File: config.mk
export PLATFORM = sky130hd
export DESIGN_NAME = imm_gen_pipe
export DESIGN_NICKNAME = d
export VERILOG_FILES = /design/src/rtl/riscv_pkg.sv /design/src/rtl/imm_extend.sv /design/src/rtl/imm_gen_pipe.sv
export SDC_FILE = /design/constraint.sdc
export NUM_CORES = 1
export LEC_CHECK = 0
export CORE_MARGIN = 5
export CORE_UTILIZATION = 64
export DETAILED_ROUTE_END_ITERATION = 12
export DONT_BUFFER_PORTS = 1
export PLACE_DENSITY = 0.81
export SYNTH_ARGS = -nofsm -noshare
export SYNTH_HDL_FRONTEND = slang
export SYNTH_HIERARCHICAL = 1
export SYNTH_SLANG_ARGS = --single-unit
File: constraint.sdc
create_clock -name clk -period 2.7 [get_ports clk]
set_clock_uncertainty 0.2 [all_clocks]
set_input_delay 0.27 -clock clk [delete_from_list [all_inputs] [get_ports clk]]
set_output_delay 0.27 -clock clk [all_outputs]
set_load 0.005 [all_outputs]
File: src/rtl/riscv_pkg.sv
// Shared RV32 opcode constants, immediate format codes and the entry-occupancy state type.
package riscv_pkg;

  typedef enum logic [2:0] {
    IMM_I    = 3'b000,
    IMM_S    = 3'b001,
    IMM_B    = 3'b010,
    IMM_J    = 3'b011,
    IMM_U    = 3'b100,
    IMM_Z    = 3'b101,
    IMM_NONE = 3'b111
  } imm_src_e;

  localparam logic [6:0] OPC_LOAD   = 7'b0000011;
  localparam logic [6:0] OPC_OP_IMM = 7'b0010011;
  localparam logic [6:0] OPC_JALR   = 7'b1100111;
  localparam logic [6:0] OPC_STORE  = 7'b0100011;
  localparam logic [6:0] OPC_BRANCH = 7'b1100011;
  localparam logic [6:0] OPC_JAL    = 7'b1101111;
  localparam logic [6:0] OPC_LUI    = 7'b0110111;
  localparam logic [6:0] OPC_AUIPC  = 7'b0010111;
  localparam logic [6:0] OPC_OP     = 7'b0110011;
  localparam logic [6:0] OPC_SYSTEM = 7'b1110011;

  typedef enum logic [1:0] {
    OCC_EMPTY = 2'b00,
    OCC_ONE   = 2'b01,
    OCC_FULL  = 2'b10
  } occ_e;

endpackage

File: src/rtl/imm_extend.sv
// Combinational opcode-to-format decode and immediate extension for RV32 words.
// Optional CSR immediate decode is enabled by defining IMM_GEN_ZICSR_EN.
module imm_extend
  import riscv_pkg::*;
#(
  parameter int unsigned XLEN = 32
) (
  input  logic [31:0]     instr,
  output logic [XLEN-1:0] imm,
  output logic [2:0]      imm_src,
  output logic            illegal
);

  imm_src_e    src;
  logic [31:0] imm32;

  always_comb begin
    src     = IMM_NONE;
    illegal = 1'b0;
    unique case (instr[6:0])
      OPC_LOAD, OPC_OP_IMM, OPC_JALR: src = IMM_I;
      OPC_STORE:                      src = IMM_S;
      OPC_BRANCH:                     src = IMM_B;
      OPC_JAL:                        src = IMM_J;
      OPC_LUI, OPC_AUIPC:             src = IMM_U;
      OPC_OP:                         src = IMM_NONE;
`ifdef IMM_GEN_ZICSR_EN
      OPC_SYSTEM:                     src = IMM_Z;
`else
      OPC_SYSTEM:                     illegal = 1'b1;
`endif
      default:                        illegal = 1'b1;
    endcase
  end

  // Every format is built as a 32-bit value whose bit 31 is the correct
  // sign for widening; Z has bit 31 clear so the same widening zero-extends.
  always_comb begin
    imm32 = '0;
    unique case (src)
      IMM_I:   imm32 = {{20{instr[31]}}, instr[31:20]};
      IMM_S:   imm32 = {{20{instr[31]}}, instr[31:25], instr[11:7]};
      IMM_B:   imm32 = {{19{instr[31]}}, instr[31], instr[7], instr[30:25], instr[11:8], 1'b0};
      IMM_J:   imm32 = {{11{instr[31]}}, instr[31], instr[19:12], instr[20], instr[30:21], 1'b0};
      IMM_U:   imm32 = {instr[31:12], 12'h000};
      IMM_Z:   imm32 = {27'd0, instr[19:15]};
      default: imm32 = '0;
    endcase
  end

  assign imm     = XLEN'($signed(imm32));
  assign imm_src = src;

endmodule

File: src/rtl/imm_gen_pipe.sv
// Two-entry (output + skid) pipelined immediate generator with valid/ready on both sides.
// IMM_GEN_ZICSR_EN enables Z-format decode of SYSTEM opcodes in imm_extend.
module imm_gen_pipe
  import riscv_pkg::*;
#(
  parameter int unsigned XLEN = 32,
  parameter int unsigned PC_W = XLEN
) (
  input  logic            clk,
  input  logic            rst_n,
  input  logic            flush,
  input  logic            in_valid,
  output logic            in_ready,
  input  logic [31:0]     in_instr,
  input  logic [PC_W-1:0] in_pc,
  output logic            out_valid,
  input  logic            out_ready,
  output logic [XLEN-1:0] out_imm,
  output logic [2:0]      out_imm_src,
  output logic            out_illegal,
  output logic [PC_W-1:0] out_pc
);

  logic [XLEN-1:0] dec_imm;
  logic [2:0]      dec_src;
  logic            dec_ill;

  imm_extend #(.XLEN(XLEN)) u_ext (
    .instr   (in_instr),
    .imm     (dec_imm),
    .imm_src (dec_src),
    .illegal (dec_ill)
  );

  occ_e state, state_n;
  logic in_ready_q;
  logic accept, retire;
  logic load_out_new, load_out_skid, load_skid;

  logic [XLEN-1:0] out_imm_q, skid_imm_q;
  logic [2:0]      out_src_q, skid_src_q;
  logic            out_ill_q, skid_ill_q;
  logic [PC_W-1:0] out_pc_q,  skid_pc_q;

  assign out_valid = (state != OCC_EMPTY);
  assign accept    = in_valid & in_ready_q;
  assign retire    = out_valid & out_ready;

  always_comb begin
    state_n       = state;
    load_out_new  = 1'b0;
    load_out_skid = 1'b0;
    load_skid     = 1'b0;
    if (flush) begin
      state_n = OCC_EMPTY;
    end else begin
      unique case (state)
        OCC_EMPTY: if (accept) begin
          state_n      = OCC_ONE;
          load_out_new = 1'b1;
        end
        OCC_ONE: begin
          if (accept && retire) begin
            load_out_new = 1'b1;
          end else if (accept) begin
            state_n   = OCC_FULL;
            load_skid = 1'b1;
          end else if (retire) begin
            state_n = OCC_EMPTY;
          end
        end
        OCC_FULL: if (retire) begin
          state_n       = OCC_ONE;
          load_out_skid = 1'b1;
        end
        default: state_n = OCC_EMPTY;
      endcase
    end
  end

  // in_ready is registered from the next occupancy so it is exactly "skid empty"
  // in the following cycle without a combinational path from out_ready.
  always_ff @(posedge clk or negedge rst_n) begin
    if (!rst_n) begin
      state      <= OCC_EMPTY;
      in_ready_q <= 1'b1;
    end else begin
      state      <= state_n;
      in_ready_q <= (state_n != OCC_FULL);
    end
  end

  always_ff @(posedge clk or negedge rst_n) begin
    if (!rst_n) begin
      out_imm_q  <= '0;
      out_src_q  <= IMM_NONE;
      out_ill_q  <= 1'b0;
      out_pc_q   <= '0;
      skid_imm_q <= '0;
      skid_src_q <= IMM_NONE;
      skid_ill_q <= 1'b0;
      skid_pc_q  <= '0;
    end else begin
      if (load_out_new) begin
        out_imm_q <= dec_imm;
        out_src_q <= dec_src;
        out_ill_q <= dec_ill;
        out_pc_q  <= in_pc;
      end else if (load_out_skid) begin
        out_imm_q <= skid_imm_q;
        out_src_q <= skid_src_q;
        out_ill_q <= skid_ill_q;
        out_pc_q  <= skid_pc_q;
      end
      if (load_skid) begin
        skid_imm_q <= dec_imm;
        skid_src_q <= dec_src;
        skid_ill_q <= dec_ill;
        skid_pc_q  <= in_pc;
      end
    end
  end

  assign in_ready    = in_ready_q;
  assign out_imm     = out_imm_q;
  assign out_imm_src = out_src_q;
  assign out_illegal = out_ill_q;
  assign out_pc      = out_pc_q;

endmodule

==> Word-level counts from Yosys, hierarchy flattened <==
Index checks and enable logic that the tools add are counted.
{ "totals": {"register_bits": 139, "latchBits": 0, "ram_bits": 0, "romBits": 0, "out_inout_bits": 70, "mem_count": 0} }
{ "op_classes": {"add_sub_neg": 0, "mul": 0, "div": 0, "n_lt_le_gt_ge": 0, "eq_ne": 17, "n_shift": 0, "mux": 28, "n_bitwise": 2, "n_reduce_logical": 8} }
{ "ops": {"columns": ["operator", "count"], "rows": [
  ["$pmux 32 s6", 1],
  ["$mux 32", 4],
  ["$eq 7x6->1 const B", 3],
  ["$eq 7x7->1 const B", 3],
  ["$pmux 3 s5", 1],
  ["$eq 7x5->1 const B", 2],
  ["$mux 1", 12],
  ["$mux 2", 6],
  ["$reduce_or 9->1", 1],
  ["$eq 7x2->1 const B", 1],
  ["$eq 3x2->1 const B", 2],
  ["$eq 3x3->1 const B", 2],
  ["$mux 3", 2],
  ["$pmux 2 s3", 1],
  ["$reduce_bool 2->1", 2],
  ["$eq 3x1->1 const B", 1],
  ["$logic_not 3->1", 1],
  ["$reduce_or 3->1", 1],
  ["$and 1x1->1", 2],
  ["$eq 2x1->1 const B", 1],
  ["$eq 2x2->1 const B", 1],
  ["$logic_not 2->1", 1],
  ["$ne 2x2->1 const B", 1],
  ["$pmux 1 s2", 1],
  ["2 further kinds", 2]
]} }

==> Longest topological paths before layout <==
Gate-level depths: netlist of run 1.
{ "depth": {"depth_word": 8, "depth_mapped": 7, "ltp_nobuf": 6} }

==> By module <==
Netlist of run 1, hierarchy kept.
{ "modules_own_cells": {"columns": ["module", "n_inst", "cells_each", "area_per_inst_um2"], "rows": [
  ["imm_gen_pipe", 1, 387, 6303.5],
  ["imm_extend", 1, 78, 555.5]
]} }

==> Least setup slack after synthesis of run 1 <==
Ideal clock, no wire load.
{ "synth_timing": {"path_type": "register -> register", "start": "register in_ready_q (netlist: in_ready)", "end": "register out_ill_q (netlist: out_illegal)", "setup_ps": 125, "arrival_ps": 1935, "required_time_ps": 2375, "slack_ps": 440, "stages_incl_launch_ff": 7, "path_buffers": 2, "synth_period_minus_slack_ps": 2260, "path_cell_list": "dfstp_2 -> nand2_1 -> or4_4 -> buf_6 -> buf_6 -> mux2_4 -> mux2_2"} }
{ "synth_via": {"elab_chain_len": 6, "word_cells_on_any_way": 8, "cone_classes": "mux: 5; bitwise: 1; reduce/logical: 2"} }
{ "synth_lines": {"columns": ["element", "line", "text"], "rows": [
  ["start: declaration", "imm_gen_pipe.sv:36", "logic in_ready_q;"],
  ["start signal: assignment", "imm_gen_pipe.sv:89", "in_ready_q <= (state_n != OCC_FULL);"],
  ["$and 1x1->1 *", "imm_gen_pipe.sv:46", "assign accept = in_valid & in_ready_q;"],
  ["$logic_and 1x1->1", "imm_gen_pipe.sv:63", "if (accept && retire) begin"],
  ["$mux 1", "imm_gen_pipe.sv:63", null],
  ["$pmux 1 s2 *", "imm_gen_pipe.sv:57", "unique case (state)"],
  ["$mux 1 *", "imm_gen_pipe.sv:54", "if (flush) begin"],
  ["$mux 1 / $reduce_bool 2->1 (equally long branches)", null, null],
  ["end signal: assignment", "imm_gen_pipe.sv:107", "out_ill_q <= dec_ill;"],
  ["end signal: assignment", "imm_gen_pipe.sv:112", "out_ill_q <= skid_ill_q;"],
  ["end: declaration", "imm_gen_pipe.sv:42", "logic out_ill_q, skid_ill_q;"]
]} }
Every way passes the cells marked *; elsewhere a longest branch is shown, timed or not.
A chain may end at the register's enable or synchronous reset.

==> Worst setup path in the final report of run 1 <==
{ "layout_timing": {"start": "register in_ready_q (netlist: in_ready)", "end": "register out_pc_q[11] (netlist: out_pc[11])"} }
{ "layout_via": {"elab_chain_len": 6, "word_cells_on_any_way": 8, "cone_classes": "mux: 5; bitwise: 1; reduce/logical: 2"} }
{ "layout_lines": {"columns": ["element", "line", "text"], "rows": [
  ["$and 1x1->1 *", "imm_gen_pipe.sv:46", null],
  ["$logic_and 1x1->1", "imm_gen_pipe.sv:63", null],
  ["$mux 1", "imm_gen_pipe.sv:63", null],
  ["$pmux 1 s2 *", "imm_gen_pipe.sv:57", null],
  ["$mux 1 *", "imm_gen_pipe.sv:54", null],
  ["$mux 32 / $reduce_bool 2->1 (equally long branches)", null, null],
  ["end signal: assignment", "imm_gen_pipe.sv:108", "out_pc_q <= in_pc;"],
  ["end signal: assignment", "imm_gen_pipe.sv:113", "out_pc_q <= skid_pc_q;"],
  ["end: declaration", "imm_gen_pipe.sv:43", "logic [PC_W-1:0] out_pc_q, skid_pc_q;"]
]} }
Marked as above.

==> results of run 1 <==
==> cells in the mapped netlist <==
master     instances
o31a_1             1
a21o_1            19
o21ai_0            1
a2111o_1           1
mux2_4            66
buf_6              9
and3_1             1
nand2_1            9
a21oi_1            4
and3b_1            1
buf_1              3
nor3_1             5
and2_1             2
mux2_2           134
nand3_1            3
o31ai_2            1
dfstp_2            7
mux2i_1            3
buf_4              1
or4_4              1
o21a_1             4
a21boi_0           1
nand3b_4           2
nand2b_1           2
or2_2              2
or3b_4             1
buf_2              7
nor2_1             8
o32ai_1            1
inv_1              1
o22a_1             1
a32o_1             1
a2bb2oi_1          1
a22o_1             5
o21bai_1           2
o31ai_1            1
or2b_1             1
clkbuf_1           9
a211oi_4           1
nand4_1            1
dfrtp_1          132
nor2b_1            9
==> worst max-delay path: cells and delay by family, from the launching register on <==
| family | cells | cell delay, ns |
|---|---|---|
| buffers and inverters | 1 | 0.30 |
| flip-flops | 1 | 0.56 |
| multiplexers | 2 | 0.63 |
| AND/OR/NAND/NOR | 2 | 0.66 |
==> state kept, by name (all words and copies together) (netlist names) <==
name	flops
out_imm	32
state	2
out_imm_src	3
in_ready	1
skid_pc_q	32
skid_ill_q	1
skid_imm_q	32
out_pc	32
out_illegal	1
skid_src_q	3
==> metal layers <==
layer	vias to the layer above	share of wire	track usage
met3	27	0.081	0.0780
met1	2045	0.39	0.270
met5	-	0	0
met2	123	0.51	0.390
li1	1822	-	-
met4	0	0.022	0.0865
==> power groups by stage <==
| stage | Combinational, mW | Sequential, mW | Clock (mW) |
|---|---|---|---|
| global route | 1.06 | 2.93 | 2.23 |
| finish | 0.978 | 2.87 | 2.07 |
| floorplan | 0.803 | 2.79 | 0 |
| global placement | 0.833 | 2.88 | 0 |
| detailed placement | 0.884 | 2.91 | 0 |
| CTS | 0.978 | 2.87 | 2.12 |
==> cell families after synthesis <==
group / after synthesis
AOI/OAI and AO/OA: 45
buffers and inverters: 30
DFF: 139
muxes: 203
and+or+nand+nor: 48
==> worst paths after layout <==
kind	startpoint	endpoint	slack [ns]	cells after the start
worst min register to register	skid_pc_q[18]$_DFFE_PN0P_	skid_pc_q[18]$_DFFE_PN0P_	0.30	1
min in group clk	in_instr[3]	skid_imm_q[11]$_DFFE_PN0P_	0.03	4
worst min-delay path	rst_n	out_pc[21]$_DFFE_PN0P_	-0.75	0
max in group asynchronous	rst_n	out_imm_src[1]$_DFFE_PN1P_	2.82	0
worst max register to register	in_ready$_DFF_PN1_	out_pc[11]$_DFFE_PN0P_	0.22	5
worst max-delay path	in_ready$_DFF_PN1_	out_pc[11]$_DFFE_PN0P_	0.22	5
==> per-stage QoR <==
step                      utilization  std cells  hold WS [ns]
final                           0.782        677        -0.755
after global routing            0.782        677        -0.780
after CTS                       0.782        677        -0.773
after detailed placement        0.667        579        -0.222
after global placement          0.667        579        -0.221
after floorplan                     -        465        -0.226
==> cell type report <==
type | instances | area, sq um
sequential | 139 | 3490
multi-input combinational | 296 | 3190
fill | 578 | 2260
timing repair buffer | 73 | 728
clock buffer | 25 | 464
tap | 136 | 170
clock inverter | 7 | 66.3
inverter | 1 | 3.75
==> repair_timing <==
| item | 4_1_cts | 5_1_grt |
|---|---|---|
| setup endpoints to repair | 0 | 1 |
| gates resized for setup | 0 | 1 |
| setup buffers | 0 | 0 |
| hold endpoints to repair | 269 | 139 |
==> summary.txt, run 1 <==
Floorplan
  • Core Region: 10400 sq um
  • # IOs: between 100 and 150
  • Die W: 114 microns
  • Row count: 37
  • Die Area: approximately 13000 sq um
  • Die height: between 100 and 150 microns
  • Starting Density: 0.661

Worst setup path
  • Crit path cell chain: nand2_1 -> or4_4 -> buf_4 -> mux2_4 -> mux2_2
  • Required time worst endpoint: 2.90 ns
  • Worst Path Max Fanout: 26
  • Critical path capture point type: flop
  • WP data arrival: between 2 and 3 ns
  • CP max stage delay: about 0.56 ns
  • Worst setup SP type: flop
  • Slowest cell on crit path: dfstp_2
  • WS Path Type: flop to flop

Timing
  • Final Hold Vio Count: between 100 and 150
  • Min Tclk post-route: between 2 and 2.5 ns
  • WHS: -0.755 ns
  • Slew Limit Fails: 0
  • Highest clock rate: just over 400 MHz
  • Worst Max-Slew Pin Slew: between 0.9 and 1 ns
  • Worst setup margin: 0.220 ns
  • Final Cycle Share: 0.919
  • Final setup vio count: 0
  • Unrepaired setup endpoints after global routing: no
  • Worst slew margin: 0.375
  • Setup_tns: 0 ns

Logic synthesis
  • Avg Cell Area, Syn: between 10 and 15 sq um
  • Sequential fraction of the synthesis area: 0.508
  • Yosys top cell area share: 0.482
  • Mux contribution to synthesized area: 0.369
  • YS warnings: 6
  • Syn Inst Count: between 400 and 500
  • Syn nets: around 530
  • Synth Area in Compound Gates: 0.0525
  • Simple-gate area share of the yosys netlist: 0.0421
  • Synth Area in XOR/XNOR: 0
  • Synth area leaders: dfrtp_1 48%, mux2_2 22%, mux2_4 14%
  • Synth Area in Adders: 0
  • Main combinational cell family by area after synthesis: multiplexers
  • Yosys reg bits: around 140
  • Mapped Area: slightly below 7000 sq um
  • Synth unique cells: between 40 and 50
  • Post-synth top area cell: dfrtp_1

Pwr
  • Net Sw Power: 1.42 mW
  • Final total power: 5.92 mW
  • Reg power frac: 0.485
  • Internal power: between 4 and 5 mW
  • Switch share: 0.240
  • Comb power frac: 0.165
  • Max rail drop VDD: between 0.3 and 0.4 mV
  • Clock share of power: 0.350
  • PD cells: 730 nW/um^2
  • Static leakage: about 4 nW

Clock tree
  • TritonCTS clock tree: done
  • CTS clk-pin slew, worst paths: roughly 0.060 ns
  • CTS root buffer: clkbuf_8
  • CTS H-Tree Depth: 4
  • Post-CTS Hold Buffers: 66
  • Total clock sinks: 139
  • Clk Latency, worst-skew pair: around 0.52 ns
  • Maximum buffer depth of the clock tree: 2
  • TritonCTS Buffers: 17

Place
  • Placed instance area: 6920 sq um
  • Port bufs: 0
  • Pre-CTS WS: ~0.24 ns
  • Post-DP HPWL: just under 9 mm
  • Routability cong.: 0.844

Finish
  • Most common cell after layout, fill and taps aside: mux2_2
  • P&R area growth vs syn: 18.2%
  • Antenna diode count: 0
  • Highest-count cells in the layout ignoring fill and taps: 134 x mux2_2, 132 x dfrtp_1, 66 x mux2_4
  • Nets: 597
  • Design Area, Final: roughly 8000 sq um
  • Layout cells sized above 1: 0.460

Route
  • First-pass DRT Iterations: 4
  • Vias: about 4000
  • Starting DRT DRC Count: between 200 and 250
  • Drt wl/cell: ~21 microns
  • WL final: ~14 mm
  • Avg Vias per Cell: 5.93
  • DR DRC count: 0
  • Post-route ant nets: 0

Global route
  • Total grt overflow: 0
  • Initial antenna violation count: 0
  • Vias in the first global route: approximately 4400
  • GR Util All Layers: 0.230
  • First-pass GRT wire length: between 20 and 25 mm
  • Largest net degree at the start of global routing: 140

Flow run
  • Max cap viols: 0

Min path
  • Hold Path Class: input pin to asynchronous set/reset pin

Outcome
  • Failing checks: hold timing
  • Status: complete, but fails checks
Note: power is estimated with default switching activity, not from simulation.
==> inputs of run 2 (changes only) <==
--- a/config.mk
+++ b/config.mk
@@ -9,7 +9,7 @@
 export CORE_UTILIZATION = 64
 export DETAILED_ROUTE_END_ITERATION = 12
 export DONT_BUFFER_PORTS = 1
-export PLACE_DENSITY = 0.81
+export PLACE_DENSITY = 0.86
 export SYNTH_ARGS = -nofsm -noshare
 export SYNTH_HDL_FRONTEND = slang
 export SYNTH_HIERARCHICAL = 1
==> constraint.sdc (replaced) <==
create_clock -name clk -period 2.54 [get_ports clk]
set_clock_uncertainty 0.2 [all_clocks]
set_input_delay 0.254 -clock clk [delete_from_list [all_inputs] [get_ports clk]]
set_output_delay 0.254 -clock clk [all_outputs]
set_load 0.005 [all_outputs]
==> run 2 against run 1 <==
The run still ends with hold timing left. Sequential power rose by 7%. Count of clock-buffer cells in the layout fell by 5. Clock power rose by 22%. Final cell count did not move. Sequential cell count did not move. Highest routed layer unchanged. Critical endpoint is now out_imm[21]$_DFFE_PN0P_. Fmax rose by 0.13%. Critical path type unchanged. Die area did not move. Worst hold slack got worse by 0.0041 ns. Setup slack got worse by 0.16 ns. Critical path depth did not move. Core utilization rose by 0.99 points.
==> summary.txt, run 2 (same netlist as run 1, synthesis figures left out) <==
Global route
  • Largest net degree at the start of global routing: 140
  • Initial antenna violation count: 1
  • GR Util All Layers: 0.250
  • Vias in the first global route: approximately 4700
  • First-pass GRT wire length: ~25 mm
  • Total grt overflow: 0

Timing
  • Highest clock rate: between 400 and 500 MHz
  • Final Cycle Share: 0.975
  • Final Hold Vio Count: 139
  • Unrepaired setup endpoints after global routing: no
  • Setup_tns: 0 ns
  • Worst slew margin: 0.591
  • Slew Limit Fails: 0
  • WHS: -0.759 ns
  • Final setup vio count: 0
  • Worst Max-Slew Pin Slew: between 0.6 and 0.7 ns
  • Min Tclk post-route: ~2.5 ns

Route
  • Vias: 4159
  • WL final: approximately 15 mm
  • Avg Vias per Cell: between 6 and 7
  • Drt wl/cell: between 20 and 25 microns
  • Starting DRT DRC Count: roughly 290
  • First-pass DRT Iterations: 5
  • Post-route ant nets: 0
  • DR DRC count: 0

Floorplan
  • Starting Density: 0.661
  • Row count: 37
  • Die W: roughly 110 microns
  • Core Region: about 10000 sq um
  • Die height: 114 microns
  • Die Area: 12900 sq um
  • # IOs: about 140

Place
  • Post-DP HPWL: approximately 8.9 mm
  • Port bufs: 0
  • Routability cong.: around 0.77

Clock tree
  • Maximum buffer depth of the clock tree: 2
  • Clk Latency, worst-skew pair: approximately 0.51 ns
  • Total setup buffers inserted after CTS: 0
  • Total clock sinks: roughly 140
  • TritonCTS Buffers: 17
  • CTS root buffer: clkbuf_8
  • CTS H-Tree Depth: 4
  • Post-CTS Hold Buffers: just under 70
  • TritonCTS clock tree: done
  • CTS clk-pin slew, worst paths: roughly 0.06 ns

Min path
  • Hold Path Class: input pin to asynchronous set/reset pin

Worst setup path
  • R2R Setup Slk: about 0.063 ns
  • Critical path capture point type: flop
  • Worst setup SP type: flop
  • FF-to-FF End: out_imm[21]$_DFFE_PN0P_
  • Slowest cell on crit path: dfstp_2
  • Worst Path Max Fanout: 70
  • Crit path cell chain: nand2_1 -> or4_4 -> buf_12 -> mux2_4 -> mux2_2
  • CP max stage delay: 0.56 ns
  • WP data arrival: around 2.7 ns
  • Crit-path leading delay family: multiplexers
  • Worst reg2reg path depth: 5
  • Sum of buffers and inverters on the critical path: 1
  • Required time worst endpoint: between 2 and 3 ns
  • WS Path Type: flop to flop
  • Reg-to-Reg Start: in_ready$_DFF_PN1_

Outcome
  • Status: complete, but fails checks
  • Failing checks: hold timing

Finish
  • Most common cell after layout, fill and taps aside: mux2_2
  • Highest-count cells in the layout ignoring fill and taps: 134 x mux2_2, 132 x dfrtp_1, 68 x dlygate4sd3_1
  • P&R area growth vs syn: 19.7%
  • Nets: just under 600
  • Fill count: 570
  • Layout cells sized above 1: 0.465

Flow run
  • Max cap viols: 0

Pwr
  • Max rail drop VDD: 0.440 mV
  • PD cells: 811 nW/um^2
  • Static leakage: roughly 4.1 nW
  • Final total power: ~6.7 mW
run 2: final cells by class:
type,instances,area (sq um),share of cell area
clock inverter,12,171,0.0209
timing repair buffer,72,748,0.0911
multi-input combinational,296,3190,0.389
clock buffer,20,435,0.0530
inverter,1,3.75,0.000457
tap,136,170,0.0207
antenna,1,2.50,0.000305
sequential,139,3490,0.425
run 2: worst reg2reg max path, stage by stage (launching register included):
cell and delay, ns:
dfstp_2 0.56, nand2_1 0.11, or4_4 0.51, buf_12 0.25
mux2_4 0.47, mux2_2 0.27
run 2: worst max-delay path by stage:
stage,startpoint,cells past startpoint,end
floorplan,in_ready$_DFF_PN1_,6,out_illegal$_DFFE_PN0P_
global placement,in_ready$_DFF_PN1_,5,out_imm[26]$_DFFE_PN0P_
detailed placement,in_ready$_DFF_PN1_,5,out_pc[12]$_DFFE_PN0P_
CTS,in_ready$_DFF_PN1_,5,out_pc[12]$_DFFE_PN0P_
global route,in_ready$_DFF_PN1_,5,out_pc[3]$_DFFE_PN0P_
finish,in_ready$_DFF_PN1_,5,out_imm[21]$_DFFE_PN0P_
run 2: where the power goes:
part | total, mW | internal (mW) | switching (mW)
registers | 3.07 | 2.71 | 0.352
logic | 1.07 | 0.728 | 0.342
clock network | 2.52 | 1.61 | 0.907
run 2: what timing repair did:
action / 4_1_cts / 5_1_grt
endpoints found under the setup margin: 0 / 5
resized for setup: 0 / 1
endpoints found under the hold margin: 271 / 139
run 2: metrics by stage:
stage	area [sq um]	cells	setup WS, ns	util
floorplan	6860	465	0.280	-
global placement	6920	576	0.157	0.667
detailed placement	6920	576	0.113	0.667
CTS	8210	676	0.104	0.791
global route	8210	677	0.0420	0.792
finish	8210	677	0.0630	0.792
run 2: per-layer routing:
metal / routed length, microns / vias up / GRT usage
met5: 0 / - / 0
li1: - / 1814 / -
met1: 5840 / 2145 / 0.293
met3: 1040 / 40 / 0.0769
met4: 415 / 0 / 0.0849
met2: 8070 / 160 / 0.436
